`src/rtl/seg7_capture_if.sv`:
```
// Bus between a multiplexed 7-segment display driver and the capture block.
// Observed side (seg_data/dig_sel/capture_en) comes from the master; decoded results come back from the slave.
interface seg7_capture_if #(
    parameter int DIGITS = 6
);
    // No valid/ready handshake: upd_pulse qualifies digit_val/digit_vld for exactly one
    // cycle after each commit, err_pulse marks a rejected window, and the value
    // registers hold between pulses so they may be read at any time.
    logic [6:0]          seg_data;
    logic [DIGITS-1:0]   dig_sel;
    logic                capture_en;
    logic [4*DIGITS-1:0] digit_val;
    logic [DIGITS-1:0]   digit_vld;
    logic                upd_pulse;
    logic                err_pulse;
    logic [7:0]          err_cnt;
    logic                fsm_state;

    modport master (
        output seg_data, dig_sel, capture_en,
        input  digit_val, digit_vld, upd_pulse, err_pulse, err_cnt, fsm_state
    );

    modport slave (
        input  seg_data, dig_sel, capture_en,
        output digit_val, digit_vld, upd_pulse, err_pulse, err_cnt, fsm_state
    );
endinterface

```
`src/rtl/seg7_capture.sv`:
```
// Reads back a multiplexed active-low 7-segment bus: waits for each digit pattern
// to be stable, decodes it to hex and keeps one value register per digit.
module seg7_capture #(
    parameter int DIGITS        = 6,
    parameter int STABLE_CYCLES = 4
) (
    input  logic          clk,
    input  logic          rst,
    seg7_capture_if.slave bus
);
    typedef enum logic {
        ST_WAIT = 1'b0,
        ST_HOLD = 1'b1
    } state_t;

    localparam logic [7:0] STABLE_MAX = 8'(STABLE_CYCLES);

    state_t              state;
    logic [DIGITS+6:0]   in_q;
    logic [7:0]          cnt;
    logic [4*DIGITS-1:0] val_q;
    logic [DIGITS-1:0]   vld_q;
    logic                upd_q;
    logic                err_q;
    logic [7:0]          err_cnt_q;

    logic [DIGITS+6:0]   live;
    logic                same;
    logic [7:0]          cnt_nxt;
    logic [DIGITS-1:0]   sel_n;
    logic [6:0]          glyph;
    logic [4:0]          dec;
    logic                one_sel;
    logic                multi_sel;
    logic                blank;
    logic                commit;
    logic                do_upd;
    logic                do_err;

    // Returns {hit, value} for the sixteen encoder glyphs (bit0=a .. bit6=g, active-high).
    function automatic logic [4:0] decode_glyph(input logic [6:0] g);
        case (g)
            7'h3F:   return {1'b1, 4'h0};
            7'h06:   return {1'b1, 4'h1};
            7'h5B:   return {1'b1, 4'h2};
            7'h4F:   return {1'b1, 4'h3};
            7'h66:   return {1'b1, 4'h4};
            7'h6D:   return {1'b1, 4'h5};
            7'h7D:   return {1'b1, 4'h6};
            7'h07:   return {1'b1, 4'h7};
            7'h7F:   return {1'b1, 4'h8};
            7'h6F:   return {1'b1, 4'h9};
            7'h77:   return {1'b1, 4'hA};
            7'h7C:   return {1'b1, 4'hB};
            7'h39:   return {1'b1, 4'hC};
            7'h5E:   return {1'b1, 4'hD};
            7'h79:   return {1'b1, 4'hE};
            7'h71:   return {1'b1, 4'hF};
            default: return 5'b0;
        endcase
    endfunction

    always_comb begin
        live  = {bus.dig_sel, bus.seg_data};
        same  = (live == in_q);
        if (!same)
            cnt_nxt = 8'd0;
        else if (cnt == STABLE_MAX)
            cnt_nxt = cnt;
        else
            cnt_nxt = cnt + 8'd1;
        sel_n     = ~bus.dig_sel;
        glyph     = ~bus.seg_data;
        dec       = decode_glyph(glyph);
        one_sel   = $onehot(sel_n);
        multi_sel = !$onehot0(sel_n);
        blank     = (glyph == 7'd0);
        // A change landing on the would-be commit edge clears same and so blocks the commit.
        commit    = bus.capture_en && (state == ST_WAIT) && same && (cnt_nxt == STABLE_MAX);
        do_upd    = commit && one_sel && (dec[4] || blank);
        do_err    = commit && (multi_sel || (one_sel && !dec[4] && !blank));
    end

    always_ff @(posedge clk or posedge rst) begin
        if (rst) begin
            state     <= ST_WAIT;
            in_q      <= '1;
            cnt       <= 8'd0;
            val_q     <= '0;
            vld_q     <= '0;
            upd_q     <= 1'b0;
            err_q     <= 1'b0;
            err_cnt_q <= 8'd0;
        end else begin
            in_q  <= live;
            upd_q <= do_upd;
            err_q <= do_err;
            if (do_err && (err_cnt_q != 8'hFF))
                err_cnt_q <= err_cnt_q + 8'd1;
            if (commit && one_sel) begin
                for (int i = 0; i < DIGITS; i++) begin
                    if (sel_n[i]) begin
                        vld_q[i] <= dec[4];
                        if (dec[4])
                            val_q[4*i +: 4] <= dec[3:0];
                    end
                end
            end
            if (!bus.capture_en) begin
                state <= ST_WAIT;
                cnt   <= 8'd0;
            end else begin
                cnt <= cnt_nxt;
                case (state)
                    ST_WAIT: if (commit) state <= ST_HOLD;
                    ST_HOLD: if (!same) state <= ST_WAIT;
                    default: state <= ST_WAIT;
                endcase
            end
        end
    end

    assign bus.digit_val = val_q;
    assign bus.digit_vld = vld_q;
    assign bus.upd_pulse = upd_q;
    assign bus.err_pulse = err_q;
    assign bus.err_cnt   = err_cnt_q;
    assign bus.fsm_state = (state == ST_HOLD);
endmodule

```
`src/flat_wrapper.sv`:
```
// flat-port wrapper written by rule: the top's interface ports become plain ports
module seg7_capture_flat 
#(
    parameter int DIGITS        = 6,
    parameter int STABLE_CYCLES = 4
)
  (clk, rst, bus_seg_data, bus_dig_sel, bus_capture_en, bus_digit_val, bus_digit_vld, bus_upd_pulse, bus_err_pulse, bus_err_cnt, bus_fsm_state);
  seg7_capture_if #(.DIGITS(DIGITS)) bus_i ();
  input  logic clk;
  input  logic rst;
  input wire logic [$bits(bus_i.seg_data)-1:0] bus_seg_data;
  input wire logic [$bits(bus_i.dig_sel)-1:0] bus_dig_sel;
  input wire logic [$bits(bus_i.capture_en)-1:0] bus_capture_en;
  output wire logic [$bits(bus_i.digit_val)-1:0] bus_digit_val;
  output wire logic [$bits(bus_i.digit_vld)-1:0] bus_digit_vld;
  output wire logic [$bits(bus_i.upd_pulse)-1:0] bus_upd_pulse;
  output wire logic [$bits(bus_i.err_pulse)-1:0] bus_err_pulse;
  output wire logic [$bits(bus_i.err_cnt)-1:0] bus_err_cnt;
  output wire logic [$bits(bus_i.fsm_state)-1:0] bus_fsm_state;
  assign bus_i.seg_data = bus_seg_data;
  assign bus_i.dig_sel = bus_dig_sel;
  assign bus_i.capture_en = bus_capture_en;
  assign bus_digit_val = bus_i.digit_val;
  assign bus_digit_vld = bus_i.digit_vld;
  assign bus_upd_pulse = bus_i.upd_pulse;
  assign bus_err_pulse = bus_i.err_pulse;
  assign bus_err_cnt = bus_i.err_cnt;
  assign bus_fsm_state = bus_i.fsm_state;
  seg7_capture #(.DIGITS(DIGITS), .STABLE_CYCLES(STABLE_CYCLES)) u_core (.clk(clk), .rst(rst), .bus(bus_i));
endmodule
```
`config.mk`:
```
export PLATFORM = sky130hd
export DESIGN_NAME = seg7_capture_flat
export DESIGN_NICKNAME = d
export VERILOG_FILES = /design/src/rtl/seg7_capture_if.sv /design/src/rtl/seg7_capture.sv /design/src/flat_wrapper.sv
export SDC_FILE = /design/constraint.sdc
export NUM_CORES = 1
export LEC_CHECK = 0
export BUFFER_PORTS_ARGS = -buffer_cell sky130_fd_sc_hd__buf_4
export CORE_UTILIZATION = 56
export DETAILED_ROUTE_END_ITERATION = 16
export GPL_TIMING_DRIVEN = 0
export PLACE_DENSITY = 0.92
export SLEW_MARGIN = 20
export SYNTH_ARGS = -nofsm -noshare
export SYNTH_HDL_FRONTEND = slang
export SYNTH_SLANG_ARGS = --single-unit
```
`constraint.sdc`:
```
create_clock -name clk -period 2.9 [get_ports clk]
set_input_delay 0.145 -clock clk [delete_from_list [all_inputs] [get_ports clk]]
set_output_delay 0.145 -clock clk [all_outputs]
set_load 0.1 [all_outputs]
```
==> flow_summary.yaml, run 1 <==
run:
  maxCapViolations: 0
clock_tree:
  cts.sinks: 62
  htree_levels: 3
  cts_buffer_depth: 2
  cts_made_buffers: 9
  cts_tree: "built"
  clk_pin_slew_worst_paths_ns: 0.08
  worstSkewPairLatency_ns: 0.35
  root_buffer: "clkbuf_8"
sta:
  clock_skew_ns: 0.0131
  drv_slew: 0
  rsz0062_at_grt: "yes"
  relSlewSlack_pct: 48.1
  setup_ws_ns: -0.0131
  worstMarginPinSlew_ns: 0.771
  finalSetupViolCount: 1
  clock.fmax_ghz: 0.343
  period_minus_slack_ns: 2.91
  hold_viol_final: 0
  period_share_pct: 100
detailed_routing:
  wl_per_cell_um: 19.5
  drt-vias-per-instance: 6.27
  first_pass_iters: 5
  drt-met1-wl_um: 3460
  vias: 2945
  top_layer_used: "met4"
  dr.first_iter.drc_count: 280
  wl_met3_um: 669
  dr_wl_met2_um: 4570
  ant_nets: 0
  drc: 0
  routed_wirelength_um: 9150
critical_path:
  crit_path_cell_trace: "inv_1 > ha_1 > nor4b_4 > nand2_2 > nor2_1 > a31oi_1 > clkbuf_2 > buf_2 > nor4_1 > o21ai_0"
  cp.required_ns: 3.11
  worst_path_max_delay_cell: "dfrtp_2"
  critPathMaxFanout: 10
  crit_path_end_kind: "register"
  path_buf_inv: 3
  worstSetupPathType: "register to register"
  start_kind: "register"
  crit_arrival_ns: 3.12
  path_delay_family: "simple AND/OR/NAND/NOR gates"
  cp_slowest_stage_delay_ns: 0.47
hold_path:
  hp-class: "primary input to register"
floorplan:
  dieArea_um2: 6270
  rows: 27
  initial_utilization_pct: 59.5
  pin_count: 57
  die_width_um: 79.2
  dieHeight_um: 79.2
  core-area_um2: 5610
power:
  ir_drop_uv: 333
  fin_total_pwr_mw: 1.91
  p_leak_nw: 2.07
  power.density_nw_per_um2: 437
global_routing:
  antenna_found_initial: 0
  grt_pass1_wl_um: 14100
  grt_overflow_total: 0
  grtUsageTotal_pct: 29.8
  grt_max_degree: 63
  grt_pass1_vias: 2921
yosys:
  ys_ff_latch: 62
  yosysUniqueCellTypes: 59
  ys_warn_count: 0
  netlist_area_um2: 3340
  avgSynthCellArea_um2: 11.0
  syn-num-nets: 327
  ys.flop_type: "dfrtp_1"
  synth_edf_count: 0
  yosysSeqAreaShare_pct: 47.0
  syn_inst: 302
  async_flop_share_pct: 100
run_status:
  outcome: "complete, but fails checks"
  failed_checks: "negative setup slack"
final_layout:
  drive_gt1_share_pct: 34.7
  fillerInstances: 320
  area_delta_synth_final_pct: 31.0
  fin_util_pct: 78.0
  fin_nets: 418
  antenna_cells: 0
placement:
  dp_hpwl_um: 5580
  port-buffer-count: 56
  gp_congestion: 0.928
==> synth_stat cells (4+ instances only) <==
cell type,number,area (µm²)
a22o_1,4,35.0
nor4_1,4,25.0
and3_1,6,37.5
dfrtp_1,49,1230
xnor2_1,16,140
nand3_1,11,55.1
or3_1,4,25.0
o21ai_0,6,30.0
buf_2,11,55.1
nor2b_1,4,25.0
mux2_1,18,203
nand2_1,13,48.8
nor3b_1,4,30.0
a2111oi_1,5,50.1
inv_1,18,67.6
a21oi_1,6,30.0
or4_1,5,37.5
o31ai_1,8,60.1
nor2_1,14,52.6
xor2_1,12,105
dfstp_2,13,342
nand4_1,9,56.3
a31oi_1,5,31.3
ha_1,7,87.6
==> sequential cells by signal, summed over array words and instances (netlist names) <==
| signal | flops |
|---|---|
| u_core.bus.digit_val | 24 |
| u_core.bus.digit_vld | 6 |
| u_core.in_q | 13 |
| u_core.bus.fsm_state | 1 |
| u_core.bus.err_cnt | 8 |
| u_core.cnt | 8 |
| u_core.bus.upd_pulse | 1 |
| u_core.bus.err_pulse | 1 |
==> where the power goes <==
part	leakage, nW	internal [mW]	switching (mW)
logic	1.18	0.102	0.150
clock network	0.0955	0.420	0.355
registers	0.799	0.881	0.00469
total	2.07	1.40	0.510
==> layout by cell type (no fill, tap or decap), types with 9 or more instances in the layout <==
cell / n
nand4_1: 9
mux2_1: 18
inv_1: 17
nor2_1: 14
dfstp_2: 13
nand3_1: 11
dfrtp_1: 48
clkbuf_8: 10
nand2_1: 12
dlygate4sd3_1: 14
xnor2_1: 16
xor2_1: 12
buf_4: 68
==> stage by stage <==
stage / setup WS (ns) / cell area, µm² / setup TNS [ns] / instances / hold WS [ns]
after floorplan: 0.0165 / 3340 / 0 / 302 / 0.149
after global placement: -0.274 / 3850 / -4.39 / 430 / 0.262
after detailed placement: -0.436 / 3850 / -7.22 / 430 / 0.262
after CTS: -0.000709 / 4250 / -0.000709 / 462 / 0.0441
after global routing: -0.230 / 4370 / -0.893 / 470 / 0.0631
final: -0.0131 / 4370 / -0.0131 / 470 / 0.0541
==> final timing paths <==
| path | end | cells past startpoint | startpoint | slack, ns |
|---|---|---|---|---|
| setup / recovery | u_core.bus.digit_vld[5] | 10 | u_core.cnt[0] | -0.01 |
| hold / removal | u_core.bus.digit_val[19] | 2 | bus_dig_sel[4] | 0.05 |
| setup reg to reg | u_core.bus.digit_vld[5] | 10 | u_core.cnt[0] | -0.01 |
| hold reg to reg | u_core.bus.err_cnt[4] | 1 | u_core.bus.err_cnt[4] | 0.50 |
| max in group asynchronous | u_core.cnt[0] | 3 | rst | 1.88 |
| min in group asynchronous | u_core.bus.digit_val[21] | 3 | rst | 0.49 |
==> logic make-up after synthesis <==
kind of cell / count (synthesis) / share of synthesized area, %
simple gates: 95 / 17.4
compound gates: 53 / 12.4
mux: 21 / 7.42
buf+inv: 34 / 4.57
flops: 62 / 47.0
xor+xnor: 28 / 7.35
fa+ha+maj: 9 / 3.82
==> routing by layer <==
layer / track usage, % / vias up
li1: - / 1285
met2: 48.4 / 177
met3: 6.67 / 53
met5: 0 / -
met4: 18.4 / 0
met1: 36.0 / 1430
==> what timing repair did <==
item	CTS	global route
setup buffers	2	8
pin swaps	0	1
gates resized for setup	9	18
setup endpoints to repair	10	30
endpoints found under the hold margin	62	0
hold buffers	14	0
gates cloned	0	0
==> cell type report <==
cell class	instances	area (µm²)	area share [%]
multi-input combinational	206	1680	38.5
sequential	62	1570	35.9
inverter	18	70.1	1.60
clock buffer	11	141	3.23
timing repair buffer	80	648	14.8
clock inverter	5	58.8	1.35
buffer	16	111	2.55
tap	72	90.1	2.06
Note: power is estimated with default switching activity, not from simulation.
==> run 2: changes to the inputs <==
--- a/config.mk
+++ b/config.mk
@@ -10,6 +10,7 @@
 export DETAILED_ROUTE_END_ITERATION = 16
 export GPL_TIMING_DRIVEN = 0
 export PLACE_DENSITY = 0.92
+export SETUP_SLACK_MARGIN = 0.3
 export SLEW_MARGIN = 20
 export SYNTH_ARGS = -nofsm -noshare
 export SYNTH_HDL_FRONTEND = slang
==> run 2 against run 1 <==
The run now ends clean. Utilization rose by 5.5 points. Flip-flop and latch count did not move. Maximum frequency rose by 4.2%. Critical path depth rose by 2. Critical endpoint is now u_core.bus.digit_val[10]. Largest cell class unchanged. Largest power group unchanged.
==> flow_summary.yaml, run 2 (same netlist as run 1, synthesis figures left out) <==
detailed_routing:
  drt-vias-per-instance: 6.56
  wl_per_cell_um: 23.3
  vias: 3117
  drc: 0
  dr.first_iter.drc_count: 250
  first_pass_iters: 6
  routed_wirelength_um: 11100
  ant_nets: 0
clock_tree:
  cts_tree: "built"
  cts_buffer_depth: 2
  htree_levels: 3
  worstSkewPairLatency_ns: 0.36
  cts.sinks: 62
  root_buffer: "clkbuf_8"
  clk_pin_slew_worst_paths_ns: 0.07
  cts_made_buffers: 9
run:
  maxCapViolations: 0
critical_path:
  timing.rr.end: "u_core.bus.digit_val[10]"
  r2r_slack_ns: 0.12
  rr_startpoint: "u_core.cnt[0]"
  crit_arrival_ns: 3.03
  path_delay_family: "simple AND/OR/NAND/NOR gates"
  cp_slowest_stage_delay_ns: 0.52
  critPathMaxFanout: 7
  worst_path_max_delay_cell: "fa_1"
  worst-r2r-cell-count: 9
  worstSetupPathType: "primary input to register"
  start_kind: "primary input"
  cp.required_ns: 3.14
  path_buf_inv: 4
  crit_path_end_kind: "register"
  crit_path_cell_trace: "buf_8 > inv_4 > ha_4 > fa_1 > ha_4 > xor2_2 > or3_4 > nand4b_1 > buf_6 > or4_4 > buf_6 > mux2_4"
global_routing:
  grtUsageTotal_pct: 32.1
  grt_overflow_total: 0
  grt_max_degree: 63
  grt_pass1_wl_um: 14700
  antenna_found_initial: 0
  grt_pass1_vias: 2818
placement:
  place_area_um2: 3950
  port-buffer-count: 56
  gp_congestion: 0.892
  dpl_worst_slack_ns: -0.281
  dp_hpwl_um: 5410
hold_path:
  min_from: "bus_dig_sel[4]"
  holdPathEnd: "u_core.bus.digit_val[19]"
  holdPathStages: 2
  hp-class: "primary input to register"
sta:
  hold_viol_final: 0
  period_share_pct: 96.4
  relSlewSlack_pct: 27.9
  finalSetupViolCount: 0
  clock.fmax_ghz: 0.358
  setup_ws_ns: 0.103
  drv_slew: 0
  period_minus_slack_ns: 2.80
  fin_tns_setup_ns: 0
  worstMarginPinSlew_ns: 1.08
  rsz0062_at_grt: "yes"
  clock_skew_ns: 0.0106
final_layout:
  drive_gt1_share_pct: 45.4
  fillerInstances: 275
  antenna_cells: 0
  finalInstanceArea_um2: 4680
  area_delta_synth_final_pct: 40.2
  fin_nets: 423
  final_common_cell: "buf_4"
  final_cell_mix: "72 x buf_4, 47 x dfrtp_1, 16 x xnor2_1, 15 x mux2_4, 14 x nor2_1"
  largest_reg_flops: 24
power:
  p_leak_nw: 2.16
  ir_drop_uv: 371
  power.density_nw_per_um2: 424
floorplan:
  dieHeight_um: 79.2
  pin_count: 57
  die_width_um: 79.2
  initial_utilization_pct: 59.5
  core-area_um2: 5610
  rows: 27
  dieArea_um2: 6270
run_status:
  outcome: "finished clean"
run 2: cell types whose count changed in the layout (fill, tap and decap cells not counted), sizes merged:
cell         before  now
dlygate4sd3      14   11
clkinvlp          2    0
clkinv            2    3
buf              80   89
run 2: report_power, final:
part           leakage [nW]  switching (mW)  internal, mW
combinational          1.26           0.190         0.119
clock                 0.106           0.350         0.440
sequential            0.797         0.00570         0.881
total                  2.16           0.546          1.44
run 2: area by class of cell:
class | count | area [µm²] | area share (%)
flip-flops and latches | 62 | 1570 | 33.6
clock buffers | 12 | 155 | 3.32
clock inverters | 4 | 45.0 | 0.963
inverters | 18 | 100 | 2.14
multi-input cells | 206 | 1880 | 40.2
well taps | 72 | 90.1 | 1.93
plain buffers | 16 | 128 | 2.73
repair buffers | 85 | 711 | 15.2
run 2: layer usage:
| metal | share of wire [%] | wire length [µm] | GRT usage, % | up-vias |
|---|---|---|---|---|
| met5 | 0 | 0 | 0 | - |
| met4 | 7.4 | 815 | 19.5 | 0 |
| met3 | 7.2 | 797 | 7.47 | 86 |
| met2 | 48 | 5360 | 51.7 | 239 |
| met1 | 37 | 4110 | 39.0 | 1496 |
| li1 | - | - | - | 1296 |
run 2: worst max path at each step:
stage / from / to / depth (start not counted)
floorplan: bus_dig_sel[5] / u_core.bus.digit_val[0] / 11
global placement: bus_dig_sel[5] / u_core.bus.digit_val[4] / 12
detailed placement: bus_dig_sel[5] / u_core.bus.digit_val[8] / 12
CTS: bus_dig_sel[0] / u_core.bus.digit_val[21] / 12
global route: bus_dig_sel[5] / u_core.bus.digit_val[10] / 12
finish: bus_dig_sel[2] / u_core.bus.digit_val[10] / 12
run 2: worst register-to-register path: stages, from the launching register on:
cell      delay [ns]
dfrtp_2         0.44
ha_1            0.25
xnor2_1         0.17
a2111o_1        0.41
o22ai_4         0.16
nand4b_1        0.18
buf_6           0.18
or4_4           0.42
buf_6           0.15
mux2_4          0.30
run 2: repair_timing:
| item | 4_1_cts | 5_1_grt |
|---|---|---|
| hold endpoints to repair | 59 | 0 |
| setup buffers | 12 | 6 |
| gates resized for setup | 37 | 32 |
| hold buffers | 11 | 0 |
| pin swaps | 9 | 14 |
| setup endpoints to repair | 38 | 40 |
run 2: through the flow:
stage / instances / utilization, % / power (mW) / hold slack [ns]
2_1_floorplan: 302 / - / 1.05 / 0.149
3_3_place_gp: 430 / 70.4 / 1.11 / 0.262
3_5_place_dp: 430 / 70.5 / 1.13 / 0.263
4_1_cts: 469 / 80.0 / 1.92 / 0.0161
5_1_grt: 475 / 83.4 / 2.04 / 0.0133
6_report: 475 / 83.4 / 1.99 / 0.0263
